$ cat src/rtl/frac_lut_pkg.sv
// Shared types and constants for the fracturable K-LUT configuration tile.
// Build option FRAC_LUT_PARITY_EN appends one even-parity bit to the bitstream.
package frac_lut_pkg;

  typedef enum logic [1:0] {
    FLC_IDLE   = 2'd0,
    FLC_SHIFT  = 2'd1,
    FLC_COMMIT = 2'd2
  } flc_state_e;

  // Positions of the fracturing enables inside the mode field.
  localparam int MODE_K1_IDX = 0;
  localparam int MODE_K2_IDX = 1;

`ifdef FRAC_LUT_PARITY_EN
  localparam int PARITY_BITS = 1;
`else
  localparam int PARITY_BITS = 0;
`endif

  function automatic int cfg_bits(input int k, input int mode_bits);
    return (1 << k) + mode_bits + PARITY_BITS;
  endfunction

endpackage

$ cat src/rtl/frac_lut_tree.sv
// Combinational mux tree: one K-input tap, two (K-1)-input taps and four
// (K-2)-input taps, all read from the same truth table.
module frac_lut_tree #(
  parameter int K = 6
) (
  input  logic [2**K-1:0] i_tt,
  input  logic [K-1:0]    i_sel,
  output logic            o_lutk,
  output logic [1:0]      o_lutk1,
  output logic [3:0]      o_lutk2
);

  localparam int HALF  = 2**(K-1);
  localparam int QUART = 2**(K-2);

  logic [HALF-1:0]  w_half  [2];
  logic [QUART-1:0] w_quart [4];

  for (genvar h = 0; h < 2; h++) begin : g_half
    assign w_half[h]  = i_tt[h*HALF +: HALF];
    assign o_lutk1[h] = w_half[h][i_sel[K-2:0]];
  end

  for (genvar q = 0; q < 4; q++) begin : g_quart
    assign w_quart[q] = i_tt[q*QUART +: QUART];
    assign o_lutk2[q] = w_quart[q][i_sel[K-3:0]];
  end

  // The full-width tap is the top stage of the tree: the MSB picks a half.
  assign o_lutk = w_half[i_sel[K-1]][i_sel[K-2:0]];

endmodule

$ cat src/rtl/frac_lutk_cfg.sv
// Fracturable K-LUT with shadow/active double-buffered configuration chain and
// length-checked commit. FRAC_LUT_PARITY_EN adds a trailing even-parity bit.
module frac_lutk_cfg
  import frac_lut_pkg::*;
#(
  parameter int K         = 6,
  parameter int MODE_BITS = 2
) (
  input  logic         prog_clk,
  input  logic         pReset_n,
  input  logic         cfg_en,
  input  logic         ccff_head,
  output logic         ccff_tail,
  input  logic [K-1:0] frac_lut_in,
  output logic         lutk_out,
  output logic [1:0]   lutk1_out,
  output logic [3:0]   lutk2_out,
  output logic         cfg_valid,
  output logic         cfg_done,
  output logic         cfg_err
);

  localparam int TT_BITS  = 2**K;
  localparam int ACT_BITS = TT_BITS + MODE_BITS;
  localparam int CFG_BITS = cfg_bits(K, MODE_BITS);
  localparam int CNT_W    = $clog2(CFG_BITS + 1) + 1;

  localparam logic [CNT_W-1:0] CNT_FULL = CNT_W'(CFG_BITS);
  localparam logic [CNT_W-1:0] CNT_SAT  = CNT_W'(CFG_BITS + 1);

  flc_state_e            r_state;
  logic [CFG_BITS-1:0]   r_shadow;
  logic [ACT_BITS-1:0]   r_active;
  logic [CNT_W-1:0]      r_cnt;
  logic                  r_valid;
  logic                  r_done;
  logic                  r_err;

  logic [CFG_BITS-1:0]   w_shift;
  logic [MODE_BITS-1:0]  w_mode;
  logic                  w_parity_ok;
  logic                  w_commit_ok;
  logic                  w_lutk;
  logic [1:0]            w_k1;
  logic [3:0]            w_k2;

  assign w_shift = {r_shadow[CFG_BITS-2:0], ccff_head};

`ifdef FRAC_LUT_PARITY_EN
  assign w_parity_ok = ~^r_shadow;
`else
  assign w_parity_ok = 1'b1;
`endif

  assign w_commit_ok = (r_cnt == CNT_FULL) && w_parity_ok;

  // NOTE: all state here is updated with <= so every branch sees the values
  // from before the edge; a blocking = would let later lines see new values.
  always_ff @(posedge prog_clk or negedge pReset_n) begin
    if (!pReset_n) begin
      r_state  <= FLC_IDLE;
      r_shadow <= '0;
      r_active <= '0;
      r_cnt    <= '0;
      r_valid  <= 1'b0;
      r_done   <= 1'b0;
      r_err    <= 1'b0;
    end else begin
      r_done <= 1'b0;
      r_err  <= 1'b0;
      case (r_state)
        FLC_IDLE: begin
          if (cfg_en) begin
            r_shadow <= w_shift;
            r_cnt    <= CNT_W'(1);
            r_state  <= FLC_SHIFT;
          end
        end
        FLC_SHIFT: begin
          if (cfg_en) begin
            r_shadow <= w_shift;
            if (r_cnt != CNT_SAT) r_cnt <= r_cnt + CNT_W'(1);
          end else begin
            r_state <= FLC_COMMIT;
          end
        end
        FLC_COMMIT: begin
          // Payload sits in the oldest bits; a parity bit, if present, is bit 0.
          if (w_commit_ok) begin
            r_active <= r_shadow[CFG_BITS-1 -: ACT_BITS];
            r_done   <= 1'b1;
            r_valid  <= 1'b1;
          end else begin
            r_err <= 1'b1;
          end
          r_state <= FLC_IDLE;
        end
        default: r_state <= FLC_IDLE;
      endcase
    end
  end

  assign w_mode = r_active[TT_BITS +: MODE_BITS];

  frac_lut_tree #(.K(K)) u_tree (
    .i_tt    (r_active[TT_BITS-1:0]),
    .i_sel   (frac_lut_in),
    .o_lutk  (w_lutk),
    .o_lutk1 (w_k1),
    .o_lutk2 (w_k2)
  );

  assign lutk_out  = w_lutk;
  assign lutk1_out = w_k1 & {2{w_mode[MODE_K1_IDX]}};
  assign lutk2_out = w_k2 & {4{w_mode[MODE_K2_IDX]}};
  assign ccff_tail = r_shadow[CFG_BITS-1];
  assign cfg_valid = r_valid;
  assign cfg_done  = r_done;
  assign cfg_err   = r_err;

endmodule
$ cat config.mk
export PLATFORM = sky130hd
export DESIGN_NAME = frac_lutk_cfg
export DESIGN_NICKNAME = d
export VERILOG_FILES = /design/src/rtl/frac_lut_pkg.sv /design/src/rtl/frac_lut_tree.sv /design/src/rtl/frac_lutk_cfg.sv
export SDC_FILE = /design/constraint.sdc
export NUM_CORES = 1
export LEC_CHECK = 0
export BUFFER_PORTS_ARGS = -buffer_cell sky130_fd_sc_hd__buf_4
export CORE_MARGIN = 4
export CORE_UTILIZATION = 27
export CTS_CLUSTER_DIAMETER = 80
export CTS_CLUSTER_SIZE = 12
export DETAILED_ROUTE_END_ITERATION = 12
export SLEW_MARGIN = 20
export SYNTH_ARGS = -nofsm -noshare
export SYNTH_HDL_FRONTEND = slang
export SYNTH_SLANG_ARGS = --single-unit
$ cat constraint.sdc
create_clock -name prog_clk -period 2.91 [get_ports prog_clk]
set_input_delay 0.7275 -clock prog_clk [delete_from_list [all_inputs] [get_ports prog_clk]]
set_output_delay 0.7275 -clock prog_clk [all_outputs]
set_load 0.01 [all_outputs]
==> results.md, run 1 <==
- In this run the cell area measured after placement is 7300 sq um.
- The total number of clock tree sinks is 145.
- The last weighted congestion value of the routability-driven placer is 0.783.
- The maximum frequency from static timing analysis is 0.352 GHz.
- After the first detailed-routing iteration, the DRC count stood at 311.
- Before antenna repair, the detailed router went through 5 iterations.
- The per-cell via count in the routed design is 4.53.
- Setup repair after global routing left no endpoint under its margin.
- Compared with the post-synthesis result, the final layout area differs by 21.8%.
- The H-tree was split into 4 levels.
- The detail route stage leaves a number of antenna-violating nets equal to 0.
- The pin count of the biggest net entering global routing is 69.
- The initial core utilization is 0.275.
- The full die area is around 27,000 sq um.
- The worst IR drop on VDD is 0.348 mV.
- The core occupancy in the finished layout is 0.335.
- Headroom to the max-slew limit came out at 0.495.
- Once detailed placement completed, the half-perimeter wirelength came to 9400 microns.
- The cell family contributing the most delay on the critical path is multiplexers.
- Clock-pin slew was measured on the worst setup and hold paths at 60 ps.
- The cell type contributing the most total cell area after synthesis is dfrtp_1.
- The total routing usage reported by global routing is 0.114.
- For this run, design rule violations remaining after detail routing come to 0.
- Measured along the y axis, the die boundary spans 166 microns.
- In the final design database the tool counted roughly 620 nets.
- The first global-routing pass estimated 24,100 microns of wire.
- The xor and xnor fraction of the mapped netlist area is 0.00784.
- The area inside the core boundary is 24,400 sq um.
- The net count after synthesis is 589.
- Hold repair after CTS inserted 0 buffers.
- Wire segments on met3 add up to 711 microns in the final route.
- The classification of the worst setup path is in2out.
- The via count of the first global-routing pass came to 4,333.
- The master of the slowest instance on the critical path is mux4_2.
- After routing the design area is 8170 sq um.
- On the worst path, the slowest cell contributes a delay of approximately 500 ps.
- The simple-gate area share of the yosys netlist is 0.151.
- Setup violations remaining at the end of the flow were counted as 0.
- Summed over all cells, the static leakage comes to 4.16 nW.
- The horizontal die dimension is between 150 and 200 microns.
- Clock skew on the completed layout was measured at just over 6 ps.
- In the finished design, the share of the clock period the worst path needs comes to 0.976.
- Counting along the longest clock path gives a buffer depth of 2.
- The portion of netlist area occupied by mux cells is 0.244.
- Synthesis instantiated 37 different standard cells from the library.
- The Yosys warning count is 0.
- Of the post-synthesis cell area, the dominant cell type holds 0.541.
- In the final routed layout, each cell accounts on average for 15.6 microns.
- In the final routing, the length of wire on met1 measures 7130 microns.
- By area the synthesized netlist is led by dfrtp_1 (54%), nand2_1 (12%), mux4_2 (9.1%).
- The initial antenna violation count is 1.
- The post-synthesis sequential element count is about 150.
- By area, the combinational part of the netlist is dominated by multiplexers.
- The number of antenna diodes in the final layout is 0.
- The transition time of the tightest slew-check pin is roughly 750 ps.
- Traced cell by cell, the critical path runs through buf_12 -> mux4_2 -> mux2_2 -> a21oi_2 -> nor3_2 -> buf_4 -> buf_6.
- Together, buffers and inverters on the worst path number 3.
- The count of mapped cells out of synthesis is about 580.
- Including well taps, the total number of placed cells is 908.
- Across the run, the number of max-cap violations was 0.
- The adder and majority gate portion of the synthesized area is 0.00373.
- The total I/O pin count is 21.
- The number of port buffers is 20.
- The critical path arrival is 2110 ps.
- The netlist area before placement is 6700 sq um.
- STA puts the critical path data required time at 2180 ps.
- Dividing the synthesized area by the synthesized cell count gives 11.6 sq um.
- For this design the ratio of total power to cell area is 598 nW/um^2.
- The max-slew violation count was 0.
- The clock root buffer master is clkbuf_16.
- The number of hold violations in the final report was 0.
- The count of standard-cell rows is 57.
- For this run, the register share of the synthesized area comes to 0.541.
- Routed signal wires occupy layers up through met5.
- In the final timing run, aggregate negative setup slack is 0 ps.
- The CTS tree is done.
- The category of the worst setup path launch point is an input port.
- The share of cells above drive strength 1 is 0.310.
- After detailed routing, the total wire length is 14,700 microns.
- The critical path capture point type is an output port.
- After layout, the minimum clock period comes to 2840 ps.
- The compound-gate portion of the synthesized area is 0.0243.
- The run finished with clean final reports.
- The peak fanout along the critical path is 15.
- Once layout is complete, the cells apart from fillers number 943.
- The tightest min-delay check is of the in2async type.
- The routed layout has 4,274 vias.
- The later pin in the worst-skew pair is clocked with a latency of roughly 430 ps.
- Buffers inserted during clock tree synthesis total 17.
- The total congestion overflow after global routing is 0.
- The met2 layer wire length in the routed design is 6620 microns.
[through the flow]
step | hold slack [ps] | total power [W] | worst slack, ps
after CTS | 300 | 0.00493 | -14.6
final | 281 | 0.00489 | 68.6
after floorplan | 424 | 0.00239 | 29.1
after detailed placement | 455 | 0.00254 | -249
after global routing | 322 | 0.00510 | 6.47
after global placement | 450 | 0.00253 | -248
[final timing paths]
kind / slack, ps / cells after the start / endpoint / startpoint
min: 280 / 1 / cfg_done / pReset_n
max reg2reg: 810 / 5 / r_active[47] / r_cnt[3]
max in group asynchronous: 1890 / 2 / r_shadow[42] / pReset_n
min in group prog_clk: 470 / 2 / r_state[1] / cfg_en
max: 70 / 7 / lutk_out / frac_lut_in[3]
min reg2reg: 470 / 1 / r_state[1] / r_state[1]
[synth_stat cells, drive strengths merged]
cell type,instances
a21oi,5
a221oi,5
a22oi,1
a32oi,1
a41oi,1
and2,1
and3,2
and3b,1
buf,19
clkbuf,16
dfrtp,145
ha,2
inv,5
mux2,70
mux2i,17
mux4,27
nand2,211
nand2b,3
nand3,4
nand3b,2
nand4,4
nor2,11
nor2b,6
nor3,1
nor3b,1
nor4,1
o2111ai,1
o211a,4
o211ai,1
o21a,1
o21ai,1
or3b,1
xor2,6
[routing by layer]
metal  vias to the layer above  GRT usage
li1                       2032          -
met2                        72      0.165
met3                        17     0.0315
met5                         -          0
met4                         2     0.0469
met1                      2151      0.161
[cell families (layout without fill, tap and decap cells)]
family | count (synthesis) | count (layout)
AOI/OAI and AO/OA | 21 | 21
xor gates and xnor gates | 6 | 6
adders and majority gates | 2 | 2
buffers and inverters | 40 | 82
DFF | 145 | 145
muxes | 114 | 114
and+or+nand+nor | 249 | 249
[worst reg2reg max path, delay by kind of cell, from the launching register on]
family / cells / cell delay, ps
flops: 1 / 440
mux: 1 / 430
buf+inv: 1 / 220
simple gates: 3 / 890
[registers in the layout, indices dropped and copies added (netlist names)]
register   flops
r_active      66
r_shadow      66
r_cnt          8
r_state        2
cfg_done       1
cfg_err        1
cfg_valid      1
[power breakdown]
part	internal (W)	switching [W]	leakage (nW)
registers	0.00211	0.0000820	2.01
logic	0.000136	0.000201	1.85
clock network	0.00152	0.000839	0.308
total	0.00376	0.00112	4.16
[repair_timing]
item / CTS / global route
gates cloned: 0 / 3
pin swaps: 2 / 5
setup buffers: 0 / 1
gates resized for setup: 15 / 18
setup endpoints to repair: 7 / 5
[layout make-up]
class | instances | area, sq um
clock buffer | 22 | 484
clock inverter | 9 | 154
timing repair buffer | 46 | 508
tap | 324 | 405
fill | 2435 | 16200
sequential | 145 | 3630
multi-input combinational | 392 | 2970
inverter | 5 | 18.8
[layout by cell type, fill, tap and decap left out, drive strengths merged, types with 2 or more instances in the layout]
cell	count
buf	43
inv	5
a21oi	5
a221oi	5
nand4	4
mux4	27
mux2i	17
xor2	6
nand2	211
bufinv	4
nand2b	3
clkbuf	25
nor2	11
and3	2
dfrtp	145
nor2b	6
nand3	4
ha	2
o211a	4
clkinv	3
mux2	70
nand3b	2
clkinvlp	2
No activity file was read; power rests on OpenSTA's default activity.
==> run 2, diff against run 1 <==
==> constraint.sdc (replaced) <==
create_clock -name prog_clk -period 3.5 [get_ports prog_clk]
set_input_delay 0.875 -clock prog_clk [delete_from_list [all_inputs] [get_ports prog_clk]]
set_output_delay 0.875 -clock prog_clk [all_outputs]
set_load 0.01 [all_outputs]
==> run 2 against run 1 <==
Clock-buffer cell count is 2 lower. Design area is 4.5% lower. Setup slack better by 110 ps. Largest cell class unchanged.
==> results.md, run 2 (same netlist as run 1, synthesis figures left out) <==
- The flow ran to the end, and the final reports show no timing, DRC or antenna violations.
- The final cycle utilization of the critical path is 0.950.
- The clock tree synthesis step divided the H-tree into 4 levels.
- Buffers placed on the I/O ports in this run total 20.
- The number of diodes is 0.
- Entering global routing, the biggest net connects between 70 and 80 pins.
- The initial antenna violation count is 2.
- The horizontal die dimension is roughly 170 microns.
- The count of TritonRoute iterations in the first routing pass is 4.
- The summed negative setup slack over all endpoints is 0 ps.
- The peak fanout along the critical path is 11.
- The maximum frequency from static timing analysis is 0.301 GHz.
- Counting both buffers and inverters, the worst setup path holds a total of 3.
- The overall power of the completed layout is 0.00382 W.
- The post-DP HPWL is 9510 microns.
- The placed cell area is 7220 sq um.
- No sink is reached through more buffers than the 2 on the longest clock path.
- Using the TritonRoute via totals, the vias-per-cell ratio works out to 4.48.
- The worst setup path is captured at an output port.
- The max-slew violation count is 0.
- The kind of cell with the highest combined delay along the critical path is buffers and inverters.
- The setup slack after layout is 175 ps.
- The tightest hold path in the finished design has a slack of 388 ps.
- The worst hold-check path type is in2async.
- The detailed router finished its first iteration with 279 violations.
- In this run the vertical extent of the chip is 166 microns.
- The cell leakage power is 4.01 nW.
- Traced cell by cell, the critical path runs through buf_4 -> buf_4 -> mux4_2 -> mux2i_1 -> a221oi_1 -> a21oi_1 -> nor3_1 -> buf_4.
- The clock root buffer master is clkbuf_16.
- The area inside the core boundary is 24,400 sq um.
- The slowest stage of the critical path is the nor3_1 cell.
- After clock tree synthesis, the setup repair step added 0 buffers.
- For this run, the post-layout net count is just over 600.
- The highest cell delay on the worst timing path is 360 ps.
- Across every metal layer, demand over resource in global routing totals 0.111.
- The critical path data required time is 2620 ps.
- Among the stages of the critical path, the cell type that occurs most often is buf_4.
- The library cell used most frequently in the layout, excluding fill and tap cells, is nand2_1.
- VDD sags by at most ~0.34 mV.
- Leaving out fill and tap cells, the most frequent cells in the layout are nand2_1 (211), dfrtp_1 (145), mux2_2 (52).
- The first global-routing pass estimated 23,400 microns of wire.
- The full die area is approximately 27,000 sq um.
- The minimum clock period after layout is around 3300 ps.
- After detailed routing, the average wire length per cell comes to between 15 and 20 microns.
- Routability-driven placement finished with a final weighted congestion of 0.826.
- The total power density per cell area is 489 nW/um^2.
- From synthesis to final layout, the design area changed by 16.3%.
- The total I/O pin count is 21.
- The sum of routed wire length over all layers is 14,100 microns.
- The tree built by TritonCTS fans out to 145 sinks.
- The transition time of the tightest slew-check pin is 982 ps.
- TritonCTS built the clock tree.
- After detailed routing, the number of remaining DRC violations is 0.
- Across the routed clock network, the largest skew measured is 8.69 ps.
- The clock transition at the registers of the reported paths is ~50 ps.
- After global routing the overflow that remains totals 0.
- Setup repair after global routing left no endpoint under its margin.
- The clock latency reported for the late side of the worst-skew pair is 420 ps.
- Prior to clock tree synthesis, the placed netlist has a worst setup slack of 47.6 ps.
- The number of setup violations in the final report is 0.
- In the final layout, the registers with the most flip-flops are r_active: 66 flops, r_shadow: 66 flops, r_cnt: 8 flops.
- The total of max-cap violations is 0.
- In this run the core area contains 57 standard-cell rows.
- The CTS buffer count is 17.
- The final standard cell area without fillers is a little under 8000 sq um.
- The initial core utilization is 0.275.
- The share of cells above drive strength 1 is 0.272.
- The routed layout has 4,155 vias.
- Data arrives at the worst endpoint at 2450 ps.
- The relative slew slack is 0.346.
- The number of hold violations in the final report is 0.
- In this run the remaining antenna-violating nets after routing total 0.
- The classification of the worst setup path is in2out.
- The via count of the first global-routing pass is 4,274.
- STA classifies the critical path startpoint as an input port.
run 2: layout make-up:
type / count / area (sq um)
multi-input cells: 392 / 2900
well taps: 324 / 405
clock buffers: 20 / 457
clock inverters: 10 / 113
fillers: 2473 / 16600
flip-flops and latches: 145 / 3630
repair buffers: 32 / 282
inverters: 5 / 18.8
run 2: final timing paths:
| path | from | endpoint | slack, ps | cells after the start |
|---|---|---|---|---|
| setup / recovery | frac_lut_in[1] | lutk_out | 170 | 8 |
| hold / removal | pReset_n | cfg_done | 390 | 1 |
| setup reg to reg | r_cnt[3] | r_active[10] | 1010 | 5 |
| hold reg to reg | r_state[1] | r_state[1] | 460 | 1 |
| max in group asynchronous | pReset_n | r_active[4] | 2370 | 2 |
| min in group prog_clk | r_state[1] | r_state[1] | 460 | 1 |
run 2: timing repair:
| action | 4_1_cts | 5_1_grt |
|---|---|---|
| hold buffers | 0 | 0 |
| resized for setup | 0 | 2 |
| setup endpoints to repair | 0 | 2 |
| hold endpoints to repair | 0 | 0 |
run 2: layer usage:
metal  GRT usage  vias to the layer above  part of all wire
met4      0.0427                        4             0.014
met1       0.153                     2062              0.48
met2       0.161                       71              0.45
li1            -                     1998                 -
met5           0                        -            0.0016
met3      0.0392                       20             0.057
run 2: where the power goes:
part | leakage (nW) | internal [W] | switching [W]
clock | 0.277 | 0.00107 | 0.000676
combinational | 1.73 | 0.0000882 | 0.000156
sequential | 2.01 | 0.00175 | 0.0000683
run 2: through the flow:
stage	cells	utilization
floorplan	577	-
global placement	898	0.296
detailed placement	898	0.296
CTS	928	0.320
global route	928	0.320
finish	928	0.320
==> run 3, diff against run 2 <==
--- a/config.mk
+++ b/config.mk
@@ -5,12 +5,12 @@
 export SDC_FILE = /design/constraint.sdc
 export NUM_CORES = 1
 export LEC_CHECK = 0
-export BUFFER_PORTS_ARGS = -buffer_cell sky130_fd_sc_hd__buf_4
 export CORE_MARGIN = 4
 export CORE_UTILIZATION = 27
 export CTS_CLUSTER_DIAMETER = 80
 export CTS_CLUSTER_SIZE = 12
 export DETAILED_ROUTE_END_ITERATION = 12
+export DONT_BUFFER_PORTS = 1
 export SLEW_MARGIN = 20
 export SYNTH_ARGS = -nofsm -noshare
 export SYNTH_HDL_FRONTEND = slang
==> run 3 against run 2 <==
Non-clock buffer count fell by 25. Sequential power barely moved. Register-to-register slack improved by 20 ps. Final cell count fell by 2.5%. Setup slack improved by 270 ps. Flip-flop and latch count did not move. Sequential share of layout area rose by 1.2 points. Critical endpoint is now lutk1_out[1]. Highest routed layer is now met4.
==> results.md, run 3 (same netlist as run 1, synthesis figures left out) <==
- The flow ran to the end, and the final reports show no timing, DRC or antenna violations.
- The number of hold violations in the final report is 0.
- The clock latency reported for the late side of the worst-skew pair is 420 ps.
- The number of nets with antenna violations after detailed routing is 0.
- The total I/O pin count is 21.
- The category of the worst setup path launch point is an input port.
- The post-cts gate resize count is 0.
- Once layout is complete, the utilization of the core stands at 0.312.
- Once layout is complete, the cells apart from fillers number around 910.
- The total setup buffers inserted after CTS is 0.
- The root buffer cell chosen for the clock tree is clkbuf_16.
- The final standard cell area without fillers is about 7600 sq um.
- The initial core utilization is 0.275.
- The flop-to-flop setup slack is 1030 ps.
- The sum of routed wire length over all layers is 13,800 microns.
- The cell leakage power is a little under 4 nW.
- After detailed placement, the design holds a cell count of 873.
- After clock tree synthesis, the clock-pin slew on the worst setup and hold paths is 60 ps.
- At the pin with the least slew margin, the transition time is between 900 and 1000 ps.
- The initialized floorplan defines 57 standard-cell rows.
- The worst hold-check path type is in2async.
- The worst flop-to-flop path startpoint is r_cnt[3].
- The critical path startpoint is frac_lut_in[1].
- The die is 166 microns tall.
- Once detailed placement completed, the half-perimeter wirelength came to 8970 microns.
- The first detailed-routing pass ran for 4 iterations.
- VDD sags by at most 0.297 mV.
- The library cell used most frequently in the layout, excluding fill and tap cells, is nand2_1.
- Across the run, the number of max-cap violations was 0.
- The relative slew slack is 0.392.
- Between clock sinks in the finished design, the worst skew comes to between 5 and 6 ps.
- STA puts the critical path data arrival time at 2180 ps.
- The via count of the first global-routing pass is roughly 4.1k.
- The signal on the critical path passes through mux4_2 -> nor2b_1 -> a221oi_1 -> mux2i_1 -> a21oi_1 -> buf_4.
- The max-slew violation count came to 0.
- The summed negative setup slack over all endpoints is 0 ps.
- The number of setup violations in the final report is 0.
- Summing all multi-input logic gate instances after layout gives 2890 sq um.
- Setup repair after global routing left no endpoint under its margin.
- TritonCTS built the clock tree.
- The final net count is 580.
- The final routed DRC violation total is 0.
- The final cycle utilization of the critical path is 0.872.
- The total number of H-tree levels is 4.
- The total congestion overflow after global routing is 0.
- The last weighted congestion value of the routability-driven placer is just under 0.8.
- After detailed routing, the average wire length per cell comes to roughly 15 microns.
- The CTS buffer count is 17.
- Across the whole layout, storage elements account for 3630 sq um.
- The total number of clock tree sinks is 145.
- The total power density per cell area is 505 nW/um^2.
- The initial antenna violation count came to 0.
- The peak fanout along the critical path is 28.
- Fill cells in the final layout number 2,455.
- Based on the critical path, the design can be clocked at up to approximately 0.33 GHz.
- The horizontal die dimension is roughly 170 microns.
- The top cell types in the final layout, fill and taps aside, are nand2_1 (211), dfrtp_1 (145), mux2_2 (52).
- Counting along the longest clock path gives a buffer depth of 2.
- In the final layout, the share of cells above drive strength 1 is 0.239.
- The number of buffers inserted for hold repair after clock tree synthesis is 0.
- For the worst setup path, the data required time is 2620 ps.
- The placed cell area is 7000 sq um.
- The total number of vias is a little over 4k.
- The total routing usage reported by global routing is 0.110.
- The initial detailed-routing violation count is approximately 230.
- The number of diodes is 0.
- The critical path capture point type is an output port.
- The critical path is of the in2out type.
- The number of port buffers is 0.
- The largest individual stage delay along the critical path comes from the cell a21oi_1.
- Compared with the post-synthesis result, the final layout area differs by 13.3%.
- The floorplan step defined a die boundary enclosing between 20,000 and 30,000 sq um.
- The pin count of the biggest net entering global routing is roughly 150.
- In the routed layout, each cell is associated on average with a via count of 4.55.
- The core region is approximately 24,000 sq um.
- The first global-routing pass estimated 23,100 microns of wire.
- For this run, the slowest stage of the critical path takes 320 ps.
- The largest registers in the layout are r_active: 66 flops, r_shadow: 66 flops, r_cnt: 8 flops.
- The minimum clock period after layout is 3050 ps.
==> run 3: cell types whose count changed in the layout (fill, tap and decap cells not counted), sizes merged <==
cell,change
buf,-25
inv,+2
bufinv,+1
clkbuf,-1
==> run 3: final cells by class <==
type,count,share of cell area
Sequential cell,145,0.478
Timing Repair Buffer,7,0.00692
Tap cell,324,0.0534
Clock buffer,19,0.0583
Inverter,5,0.00247
Clock inverter,13,0.0211
Multi-Input combinational cell,392,0.380
==> run 3: power breakdown <==
group	internal, W	total [W]	switching (W)
logic	0.0000715	0.000164	0.0000926
registers	0.00175	0.00182	0.0000658
clock network	0.00114	0.00185	0.000713
total	0.00296	0.00384	0.000871
==> run 3: worst max-delay path, delay by kind of cell <==
kind | cells | cell delay, ps
and+or+nand+nor | 1 | 40
buffers and inverters | 1 | 190
muxes | 2 | 430
AOI/OAI and AO/OA | 2 | 620
==> run 3: per-stage QoR <==
| step | hold WS, ps | total power [W] | setup slack, ps |
|---|---|---|---|
| after floorplan | 424 | 0.00199 | 324 |
| after global placement | 446 | 0.00201 | 421 |
| after detailed placement | 457 | 0.00202 | 410 |
| after CTS | 124 | 0.00389 | 403 |
| after global routing | 116 | 0.00400 | 333 |
| final | 147 | 0.00384 | 449 |
==> run 3: per-layer routing <==
| layer | GRT usage | wire (microns) |
|---|---|---|
| met5 | 0 | 0 |
| met4 | 0.0326 | 166 |
| met3 | 0.0447 | 812 |
| met2 | 0.152 | 5920 |
| met1 | 0.159 | 6940 |
==> run 3: path summary, 6_finish.rpt <==
| path | depth (start not counted) | to |
|---|---|---|
| setup / recovery | 6 | lutk1_out[1] |
| hold / removal | 0 | cfg_done |
| setup reg to reg | 5 | r_active[64] |
| hold reg to reg | 1 | r_state[1] |
| max in group asynchronous | 0 | r_shadow[4] |
| min in group prog_clk | 1 | r_state[1] |
